**src/rtl/tmds_encoder_dvi.sv**
```systemverilog
// tmds_encoder_dvi: DVI 1.0 TMDS 8b/10b encoder for one colour channel, 2-cycle pipeline
module tmds_encoder_dvi (
    input  logic       clk_pix,
    input  logic       rst_pix,
    input  logic       de,
    input  logic [7:0] din,
    input  logic [1:0] ctrl,
    output logic [9:0] tmds
);
    logic [3:0]        n1d, n1q;
    logic              use_xnor, bal_hit, same_sign;
    logic [8:0]        qm_d, qm;
    logic              de_q;
    logic [1:0]        ctrl_q;
    logic signed [5:0] cnt, bal, cnt_nx;
    logic [9:0]        tmds_nx, token;

    assign n1d      = 4'($countones(din));
    assign use_xnor = n1d > 4'd4 || (n1d == 4'd4 && !din[0]);
    // Chained XNOR equals the running parity inverted on every odd bit.
    for (genvar i = 0; i < 8; i++) begin : g_qm
        assign qm_d[i] = (^din[i:0]) ^ (use_xnor && (i % 2 == 1));
    end
    assign qm_d[8] = !use_xnor;

    always_ff @(posedge clk_pix or posedge rst_pix) begin
        if (rst_pix) begin
            qm     <= '0;
            de_q   <= 1'b0;
            ctrl_q <= 2'b00;
        end else begin
            qm     <= qm_d;
            de_q   <= de;
            ctrl_q <= ctrl;
        end
    end

    assign n1q       = 4'($countones(qm[7:0]));
    assign bal       = $signed({1'b0, n1q, 1'b0}) - 6'sd8;
    assign bal_hit   = cnt == 6'sd0 || bal == 6'sd0;
    assign same_sign = cnt[5] == bal[5];
    assign token     = ctrl_q == 2'b00 ? 10'h354 : ctrl_q == 2'b01 ? 10'h0AB :
                       ctrl_q == 2'b10 ? 10'h154 : 10'h2AB;

    always_comb begin
        tmds_nx = !de_q     ? token :
                  bal_hit   ? {~qm[8], qm[8], qm[8] ? qm[7:0] : ~qm[7:0]} :
                  same_sign ? {1'b1, qm[8], ~qm[7:0]} :
                              {1'b0, qm[8], qm[7:0]};
        cnt_nx  = !de_q     ? 6'sd0 :
                  bal_hit   ? (qm[8] ? cnt + bal : cnt - bal) :
                  same_sign ? cnt + (qm[8] ? 6'sd2 : 6'sd0) - bal :
                              cnt + bal - (qm[8] ? 6'sd0 : 6'sd2);
    end

    always_ff @(posedge clk_pix or posedge rst_pix) begin
        if (rst_pix) begin
            tmds <= 10'h354;
            cnt  <= 6'sd0;
        end else begin
            tmds <= tmds_nx;
            cnt  <= cnt_nx;
        end
    end
endmodule

```
**config.mk**
```make
export PLATFORM = sky130hd
export DESIGN_NAME = tmds_encoder_dvi
export DESIGN_NICKNAME = d
export VERILOG_FILES = /design/src/rtl/tmds_encoder_dvi.sv
export SDC_FILE = /design/constraint.sdc
export NUM_CORES = 1
export LEC_CHECK = 0
export ABC_AREA = 1
export CORE_MARGIN = 1.5
export CORE_UTILIZATION = 41
export DETAILED_ROUTE_END_ITERATION = 8
export HOLD_SLACK_MARGIN = 0.02
export RECOVER_POWER = 50
export SLEW_MARGIN = 10
export SYNTH_ARGS = -nofsm -noshare
export SYNTH_HDL_FRONTEND = slang
export SYNTH_SLANG_ARGS = --single-unit
```
**constraint.sdc**
```tcl
create_clock -name clk_pix -period 5.2 [get_ports clk_pix]
set_input_delay 1.04 -clock clk_pix [delete_from_list [all_inputs] [get_ports clk_pix]]
set_output_delay 1.04 -clock clk_pix [all_outputs]
set_load 0.02 [all_outputs]
```
==> Yosys cells after proc, flatten, opt, wreduce, memory -nomap -nowiden <==
Index checks and enable logic that the tools add are counted.
{ "op_classes": {"bitwise_logic": 6, "n_mux": 13, "add_sub_neg": 20, "n_lt_le_gt_ge": 1, "n_reduce_logical": 15, "n_eq_ne": 4} }
{ "ops": {"columns": ["operator", "n"], "rows": [
  ["$mux 10", 6],
  ["$mux 6", 4],
  ["$sub 6x6->6", 3],
  ["$add 1x1->2", 8],
  ["$add 2x2->3", 4],
  ["$logic_not 6->1", 2],
  ["$add 3x3->4", 2],
  ["$mux 8", 1],
  ["$not 8->8", 1],
  ["$reduce_xor 8->1", 1],
  ["$reduce_xor 7->1", 1],
  ["$add 6x3->6", 1],
  ["$add 6x6->6", 1],
  ["$reduce_xor 6->1", 1],
  ["$sub 5x4->6 const B", 1],
  ["$reduce_xor 5->1", 1],
  ["$eq 4x3->1 const B", 1],
  ["$gt 4x3->1 const B", 1],
  ["$mux 2", 2],
  ["$reduce_xor 4->1", 1],
  ["$xor 1x1->1", 4],
  ["$reduce_xor 3->1", 1],
  ["$eq 2x1->1 const B", 1],
  ["$eq 2x2->1 const B", 1],
  ["other kinds (7)", 9]
]} }
{ "word_totals": {"inputBits": 13, "regBits": 28, "out_inout_bits": 10, "elab_cells": 64} }

==> Logic depth before layout (Yosys ltp) <==
Gate-level depths: netlist (run 1).
{ "depth": {"ltp_word": 9, "ltp_mapped": 20} }

==> Least setup slack after synthesis (run 1) <==
Ideal clock, no wire load.
{ "synth_timing": {"path_kind": "reg-to-reg", "from": "register qm[0]", "to": "register cnt[5]", "arrival_time_ns": 4.277, "period_less_slack_ns": 4.354, "stages_incl_launch_ff": 19, "setup_slack_ns": 0.846, "n_path_buf": 0, "t_required_ns": 5.123, "path_cell_list": "dfrtp_1 -> inv_1 -> fa_1 -> fa_1 -> fa_1 -> inv_1 -> ha_1 -> fa_1 -> xnor2_1 -> inv_1 -> ha_1 -> inv_1 -> fa_1 -> a21oi_1 -> nand2_1 -> xor2_1 -> nand2_1 -> nand2_1 -> a21oi_1"} }
{ "synth_between": {"elab_chain_len": 9} }
{ "synth_rtl": {"columns": ["element", "line_no", "text"], "rows": [
  ["start: declaration", "12", "logic [8:0] qm_d, qm;"],
  ["start signal: assignment", "32", "qm <= qm_d;"],
  ["$add 1x1->2 (not written as such) *", "38", "assign n1q = 4'($countones(qm[7:0]));"],
  ["$add 2x2->3 (not written as such) *", "38", null],
  ["$add 3x3->4 (not written as such) *", "38", null],
  ["$sub 5x4->6 *", "39", "assign bal = $signed({1'b0, n1q, 1'b0}) - 6'sd8;"],
  ["$add 6x6->6", "51, 53", null],
  ["$sub 6x6->6", "53", "cnt + bal - (qm[8] ? 6'sd0 : 6'sd2);"],
  ["$mux 6", "52", "same_sign ? cnt + (qm[8] ? 6'sd2 : 6'sd0) - bal :"],
  ["$mux 6 *", "51", "bal_hit ? (qm[8] ? cnt + bal : cnt - bal) :"],
  ["$mux 6 *", "50", "cnt_nx = !de_q ? 6'sd0 :"],
  ["via cnt_nx[5]", "15", "logic signed [5:0] cnt, bal, cnt_nx;"],
  ["end signal: assignment", "62", "cnt <= cnt_nx;"],
  ["end: declaration", "15", null]
]} }
Mark *: on every way through the listed nets, which the timed path passes. The rest lies on a longest branch.

==> Final worst setup path (run 1) <==
Ends and elaborated chain as after synthesis.

==> impl_metrics.prom, run 1 <==
# TYPE chip_impl_metric gauge
chip_impl_metric{name="fmax",unit="MHz"} 218
chip_impl_metric{name="share_of_layout_cells_above_drive_strength_1",unit=""} 0.0949
chip_impl_metric{name="tns",unit="ns"} 0
chip_impl_metric{name="drt-vias-per-instance",unit=""} 4.65
chip_impl_metric{name="final.min_clock_period",unit="ns"} 4.59
chip_impl_metric{name="num_io_pins",unit=""} 23
chip_impl_metric{name="syn_area",unit="mm²"} 0.00233
chip_impl_metric{name="postLayoutSetupSlackWorst",unit="ns"} 0.608
chip_impl_metric{name="groute.usage.overall",unit=""} 0.163
chip_impl_metric{name="cts.htree.levels",unit=""} 1
chip_impl_info{name="endpoint_kind",value="flop"} 1
chip_impl_metric{name="clock_tree.buffer_depth",unit=""} 2
chip_impl_metric{name="cts.sink_count",unit=""} 27
chip_impl_metric{name="timing.max_cap.violations",unit=""} 0
chip_impl_metric{name="share_of_the_synthesized_area_in_compound_gates_ao_oa_aoi_oai",unit=""} 0.0483
chip_impl_metric{name="critical_path_peak_fanout",unit=""} 4
chip_impl_metric{name="synth.avg_cell_area",unit="µm²"} 7.99
chip_impl_metric{name="std_cell_rows",unit=""} 27
chip_impl_metric{name="post-route-drc-count",unit=""} 0
chip_impl_metric{name="grt_max_degree",unit=""} 28
chip_impl_info{name="timing.critical_path.cells",value="inv_1 -> fa_1 -> fa_1 -> fa_1 -> inv_1 -> ha_1 -> fa_1 -> xnor2_1 -> inv_1 -> ha_1 -> inv_1 -> fa_1 -> nand3_1 -> nand2_1 -> xor2_1 -> nand2_1 -> nand2_1 -> a21oi_1"} 1
chip_impl_info{name="cell_type_with_the_highest_occurrence_count_on_the_critical_path",value="fa_1"} 1
chip_impl_metric{name="synth_enable_flop_cells",unit=""} 0
chip_impl_metric{name="synth_xor_area_frac",unit=""} 0.0563
chip_impl_metric{name="yosys_warnings",unit=""} 0
chip_impl_metric{name="clk_transition_reported_paths",unit="ns"} 0.09
chip_impl_info{name="start_kind",value="flop"} 1
chip_impl_info{name="netlist_top_cells_area",value="dfrtp_1 24%, ha_1 14%, fa_1 12%"} 1
chip_impl_metric{name="timing_max_transition_violations_final",unit=""} 0
chip_impl_metric{name="worst_clk_skew",unit="ns"} 0.00244
chip_impl_info{name="path_class",value="reg -> reg"} 1
chip_impl_metric{name="finish.net_count",unit=""} 370
chip_impl_metric{name="initial_utilization",unit=""} 0.424
chip_impl_metric{name="fin_crit_sh",unit=""} 0.883
chip_impl_metric{name="arrival",unit="ns"} 4.76
chip_impl_metric{name="drt_pass1_iterations",unit=""} 4
chip_impl_metric{name="synth_adder_area_share",unit=""} 0.260
chip_impl_metric{name="postSynth.asyncResetShare",unit=""} 1.00
chip_impl_metric{name="route.antenna.remaining_nets",unit=""} 0
chip_impl_metric{name="synth_seq_area_share",unit=""} 0.292
chip_impl_metric{name="timing.critical_path.required",unit="ns"} 5.36
chip_impl_metric{name="routedWlPerCell",unit="µm"} 11.6
chip_impl_info{name="outcome",value="finished, final reports clean"} 1
chip_impl_metric{name="setup_viol",unit=""} 0
chip_impl_info{name="crit_slowest_cell",value="fa_1"} 1
chip_impl_metric{name="hold_violations",unit=""} 0
chip_impl_metric{name="core_area",unit="mm²"} 0.00551
chip_impl_metric{name="dieHeight",unit="µm"} 78.4
chip_impl_metric{name="numCtsBuffers",unit=""} 3
chip_impl_metric{name="detailroute.via_count",unit=""} 1804
chip_impl_info{name="cts_tree",value="yes"} 1
chip_impl_metric{name="routabilityCongestion",unit=""} 0.847
chip_impl_metric{name="postCtsHoldBufs",unit=""} 0
chip_impl_metric{name="grt_antenna_before_repair",unit=""} 0
chip_impl_metric{name="synth-simple-area-share",unit=""} 0.233
chip_impl_info{name="dominant_delay_contributor_by_cell_family_on_the_critical_path",value="adder cells"} 1
chip_impl_metric{name="grt_pass1_wl",unit="mm"} 7.91
chip_impl_metric{name="routed_wirelength",unit="mm"} 4.51
chip_impl_metric{name="post_synth_num_cell_types",unit=""} 26
chip_impl_info{name="grt_setup_unrepaired",value="false"} 1
chip_impl_metric{name="die-width",unit="µm"} 78.4
chip_impl_metric{name="dp.final_hpwl",unit="mm"} 3.80
chip_impl_metric{name="insertion_delay",unit="ns"} 0.27
chip_impl_info{name="root_buffer",value="clkbuf_8"} 1
chip_impl_info{name="min-delay-path-class",value="reg -> reg"} 1
chip_impl_metric{name="dp_worst_setup_slack",unit="ns"} 0.574
chip_impl_metric{name="synthCells",unit=""} 292
chip_impl_metric{name="crit_path_max_incr_delay",unit="ns"} 0.58
chip_impl_metric{name="synthDominantCellAreaShare",unit=""} 0.236
chip_impl_metric{name="n_antenna_cell",unit=""} 0
chip_impl_metric{name="total_nets_after_synthesis",unit=""} 345
chip_impl_info{name="netlist_top_cells_count",value="71 x nand2_1, 50 x inv_1, 32 x nand3_1, 26 x ha_1, 22 x dfrtp_1"} 1
chip_impl_info{name="largest_family_of_logic_cells_by_synthesized_area",value="adder cells"} 1
chip_impl_metric{name="cts_repair_resize_count",unit=""} 0
chip_impl_metric{name="ys_seq_elements",unit=""} 27
chip_impl_metric{name="worst_pin_slew",unit="ns"} 0.971
chip_impl_metric{name="number_of_global_route_vias_before_repair",unit=""} 1757
chip_impl_info{name="synth_top_area_cell",value="dfrtp_1"} 1
chip_impl_metric{name="synth_mux_area_frac",unit=""} 0
chip_impl_metric{name="postCtsSetupBuffers",unit=""} 0
chip_impl_metric{name="maxSlewHeadroom",unit=""} 0.352
chip_impl_info{name="yosysMostFrequentCell",value="nand2_1"} 1
chip_impl_metric{name="drtIter0Drc",unit=""} 64
chip_impl_metric{name="cp_num_buf_inv",unit=""} 4
chip_impl_metric{name="grt-ovfl-total",unit=""} 0
chip_impl_metric{name="synthToLayoutAreaGrowth",unit="%"} 14.5
chip_impl_info{name="ys_dominant_reg_cell",value="dfrtp_1"} 1
chip_impl_metric{name="die-area",unit="mm²"} 0.00615
chip_impl_metric{name="buffers_on_ports",unit=""} 22
-- through the flow --
step,cells,hold slack (ns),area (µm²),utilization
after floorplan,292,0.508,2330,-
after global placement,384,0.564,2630,0.478
after detailed placement,384,0.565,2630,0.478
after CTS,388,0.590,2680,0.486
after global routing,388,0.627,2670,0.485
final,388,0.582,2670,0.485
-- layout make-up --
cell class | instances | area [µm²]
inverter | 63 | 236
fill | 539 | 2840
sequential | 27 | 682
clock inverter | 1 | 7.51
tap | 72 | 90.1
multi-input combinational | 199 | 1390
clock buffer | 3 | 41.3
timing repair buffer | 23 | 228
-- worst reg2reg max path, cell delays in order (launching register included) --
cell and delay, ns:
dfrtp_1 0.36, inv_1 0.07, fa_1 0.57, fa_1 0.44, fa_1 0.49, inv_1 0.04, ha_1 0.20, fa_1 0.39
xnor2_1 0.20, inv_1 0.11, ha_1 0.35, inv_1 0.09, fa_1 0.58, nand3_1 0.11, nand2_1 0.10, xor2_1 0.16
nand2_1 0.08, nand2_1 0.07, a21oi_1 0.07
-- sequential cells by signal, summed over array words and instances (netlist names) --
signal	flops
tmds	10
qm	9
cnt	5
ctrl_q	2
de_q	1
-- cells in the final DEF (no fill, tap or decap) --
cell / Yosys / layout
a21oi_1: 9 / 9
nor2_1: 11 / 12
nand2_4: 1 / 1
buf_4: 0 / 1
dfstp_2: 5 / 5
inv_1: 50 / 50
o21ai_0: 5 / 5
xnor2_1: 4 / 4
xnor2_2: 1 / 1
fa_1: 14 / 14
clkdlybuf4s50_1: 0 / 17
nand4_1: 3 / 3
xor2_1: 6 / 6
clkbuf_8: 0 / 3
clkinvlp_4: 0 / 1
dlygate4sd3_1: 0 / 5
ha_1: 26 / 26
nand2_2: 3 / 3
xnor2_4: 1 / 1
inv_2: 13 / 13
nand2_1: 71 / 71
nand3_1: 32 / 32
a211oi_1: 1 / 1
nor2_2: 1 / 1
nor3_1: 2 / 2
o21ai_1: 7 / 7
dfrtp_1: 22 / 22
-- per-layer routing --
metal | part of all wire | up-vias | global-route usage
met5 | 0 | - | 0
li1 | - | 939 | -
met2 | 0.50 | 34 | 0.287
met1 | 0.47 | 827 | 0.215
met4 | 0.0098 | 0 | 0.0286
met3 | 0.028 | 4 | 0.0244
-- path summary, 6_finish.rpt --
check | startpoint | to | slack (ns) | cells past startpoint
setup reg to reg | qm[0] | cnt[5] | 0.61 | 18
max in group asynchronous | rst_pix | cnt[3] | 3.19 | 2
hold / removal | qm[4] | tmds[4] | 0.58 | 3
hold reg to reg | qm[4] | tmds[4] | 0.58 | 3
setup / recovery | qm[0] | cnt[5] | 0.61 | 18
min in group asynchronous | rst_pix | tmds[3] | 1.42 | 2
-- cells by family (layout without fill, tap and decap cells) --
group / Yosys count / count (layout)
AND/OR/NAND/NOR: 125 / 125
buffers and inverters: 66 / 90
adder cells (fa/ha/maj): 40 / 40
flip-flops: 27 / 27
AO/OA/AOI/OAI: 22 / 22
XOR/XNOR: 12 / 12
Power of run 1 is left out: the tool's default activity adds up to more than one toggle a clock period on the data nets, which glitch-free logic cannot reach.
==> inputs of run 2 (changes only) <==
--- a/config.mk
+++ b/config.mk
@@ -10,6 +10,7 @@
 export CORE_UTILIZATION = 41
 export DETAILED_ROUTE_END_ITERATION = 8
 export HOLD_SLACK_MARGIN = 0.02
+export PLACE_DENSITY = 0.61
 export RECOVER_POWER = 50
 export SLEW_MARGIN = 10
 export SYNTH_ARGS = -nofsm -noshare
==> impl_metrics.prom, run 2 (synthesis gave the netlist of run 1 again) <==
# TYPE chip_impl_metric gauge
chip_impl_info{name="outcome",value="finished, final reports clean"} 1
chip_impl_metric{name="grt_antenna_before_repair",unit=""} 0
chip_impl_metric{name="post-route-drc-count",unit=""} 0
chip_impl_metric{name="grt_max_degree",unit=""} 28
chip_impl_metric{name="dp.final_hpwl",unit="mm"} 3.78
chip_impl_metric{name="final.min_clock_period",unit="ns"} 4.57
chip_impl_metric{name="drt-vias-per-instance",unit=""} 4.74
chip_impl_metric{name="fillCellCount",unit=""} 533
chip_impl_info{name="grt_setup_unrepaired",value="false"} 1
chip_impl_metric{name="die-width",unit="µm"} 78.4
chip_impl_metric{name="dieHeight",unit="µm"} 78.4
chip_impl_info{name="most_common_cell_after_layout_fill_and_taps_aside",value="nand2_1"} 1
chip_impl_metric{name="die-area",unit="mm²"} 0.00615
chip_impl_info{name="layout_top_registers",value="tmds x10, qm x9, cnt x5"} 1
chip_impl_metric{name="maxSlewHeadroom",unit=""} 0.353
chip_impl_metric{name="share_of_layout_cells_above_drive_strength_1",unit=""} 0.0949
chip_impl_metric{name="route.antenna.remaining_nets",unit=""} 0
chip_impl_metric{name="cts_repair_resize_count",unit=""} 0
chip_impl_metric{name="tns",unit="ns"} 0
chip_impl_metric{name="arrival",unit="ns"} 4.78
chip_impl_metric{name="area.sequential",unit="µm²"} 682
chip_impl_metric{name="postCtsHoldBufs",unit=""} 0
chip_impl_metric{name="finish.net_count",unit=""} 370
chip_impl_info{name="most-common-layout-cells",value="71 x nand2_1, 50 x inv_1, 32 x nand3_1, 26 x ha_1, 22 x dfrtp_1"} 1
chip_impl_metric{name="timing_max_transition_violations_final",unit=""} 0
chip_impl_metric{name="worst_clk_skew",unit="ns"} 0.00393
chip_impl_info{name="start_kind",value="flop"} 1
chip_impl_metric{name="insertion_delay",unit="ns"} 0.27
chip_impl_metric{name="postCtsSetupBuffers",unit=""} 0
chip_impl_metric{name="n_antenna_cell",unit=""} 0
chip_impl_info{name="min-delay-path-class",value="reg -> reg"} 1
chip_impl_metric{name="detailroute.via_count",unit=""} 1838
chip_impl_metric{name="clock_tree.buffer_depth",unit=""} 2
chip_impl_metric{name="setup_viol",unit=""} 0
chip_impl_metric{name="timing.critical_path.required",unit="ns"} 5.41
chip_impl_metric{name="synthToLayoutAreaGrowth",unit="%"} 14.5
chip_impl_info{name="root_buffer",value="clkbuf_8"} 1
chip_impl_metric{name="flip_flop_count_of_the_largest_register_all_copies_and_words_added",unit=""} 10
chip_impl_metric{name="drt_pass1_iterations",unit=""} 5
chip_impl_info{name="path_class",value="reg -> reg"} 1
chip_impl_metric{name="routed_wirelength",unit="mm"} 4.48
chip_impl_metric{name="grt-ovfl-total",unit=""} 0
chip_impl_metric{name="number_of_global_route_vias_before_repair",unit=""} 1801
chip_impl_metric{name="num_io_pins",unit=""} 23
chip_impl_metric{name="groute.usage.overall",unit=""} 0.165
chip_impl_metric{name="cts.htree.levels",unit=""} 1
chip_impl_metric{name="cts.sink_count",unit=""} 27
chip_impl_metric{name="timing.max_cap.violations",unit=""} 0
chip_impl_metric{name="routabilityCongestion",unit=""} 0.860
chip_impl_info{name="cts_tree",value="yes"} 1
chip_impl_metric{name="grt_pass1_wl",unit="mm"} 8.11
chip_impl_metric{name="buffers_on_ports",unit=""} 22
chip_impl_metric{name="worst_pin_slew",unit="ns"} 0.969
chip_impl_metric{name="fmax",unit="MHz"} 219
chip_impl_metric{name="fin_crit_sh",unit=""} 0.880
chip_impl_metric{name="initial_utilization",unit=""} 0.424
chip_impl_metric{name="drtIter0Drc",unit=""} 68
chip_impl_metric{name="numCtsBuffers",unit=""} 3
chip_impl_metric{name="core_area",unit="mm²"} 0.00551
chip_impl_metric{name="routedWlPerCell",unit="µm"} 11.5
chip_impl_info{name="top_register_by_number_of_flip_flops",value="tmds"} 1
chip_impl_metric{name="hold_violations",unit=""} 0
chip_impl_metric{name="critical_path_peak_fanout",unit=""} 4
chip_impl_metric{name="std_cell_rows",unit=""} 27
chip_impl_metric{name="multiInputGateArea",unit="mm²"} 0.00139
chip_impl_info{name="endpoint_kind",value="flop"} 1
chip_impl_metric{name="clk_transition_reported_paths",unit="ns"} 0.10
[run 2: cell counts in the layout (fill, tap and decap cells not counted)]
No cell type changed its count.
[run 2: layout make-up]
type	instances	area share
Timing Repair Buffer	23	0.0852
Inverter	63	0.0885
Clock buffer	3	0.0155
Multi-Input combinational cell	199	0.519
Tap cell	72	0.0337
Sequential cell	27	0.255
Clock inverter	1	0.00281
[run 2: final timing paths]
path	start	endpoint	slack [ns]	depth (start not counted)
setup reg to reg	qm[0]	cnt[5]	0.63	18
setup / recovery	qm[0]	cnt[5]	0.63	18
max in group asynchronous	rst_pix	cnt[3]	3.19	2
min in group asynchronous	rst_pix	ctrl_q[0]	1.42	2
hold reg to reg	qm[6]	tmds[6]	0.55	3
hold / removal	qm[6]	tmds[6]	0.55	3
[run 2: critical path, stage by stage (launching register included)]
cell and delay [ns]:
dfrtp_1 0.36, inv_1 0.07, fa_1 0.55, fa_1 0.43, fa_1 0.49, inv_1 0.04, ha_1 0.20, fa_1 0.39
xnor2_1 0.21, inv_1 0.12, ha_1 0.37, inv_1 0.10, fa_1 0.52, a21oi_1 0.16, nand2_1 0.08, xor2_1 0.14
nand2_1 0.08, nand2_1 0.05, a21oi_1 0.15
[run 2: layer usage]
layer / track usage / wire (µm)
met1: 0.226 / 2140
met2: 0.275 / 2150
met5: 0 / 0
met4: 0.0393 / 69
met3: 0.0233 / 117
[run 2: metrics by stage]
step / cell area [µm²] / worst slack [ns] / util / cells / hold slack [ns]
6_report: 2670 / 0.626 / 0.485 / 388 / 0.555
5_1_grt: 2670 / 0.325 / 0.485 / 388 / 0.591
3_5_place_dp: 2630 / 0.614 / 0.478 / 384 / 0.547
3_3_place_gp: 2630 / 0.682 / 0.478 / 384 / 0.541
4_1_cts: 2680 / 0.610 / 0.486 / 388 / 0.566
2_1_floorplan: 2330 / 0.846 / - / 292 / 0.508
Power of run 2 is left out for the same reason.
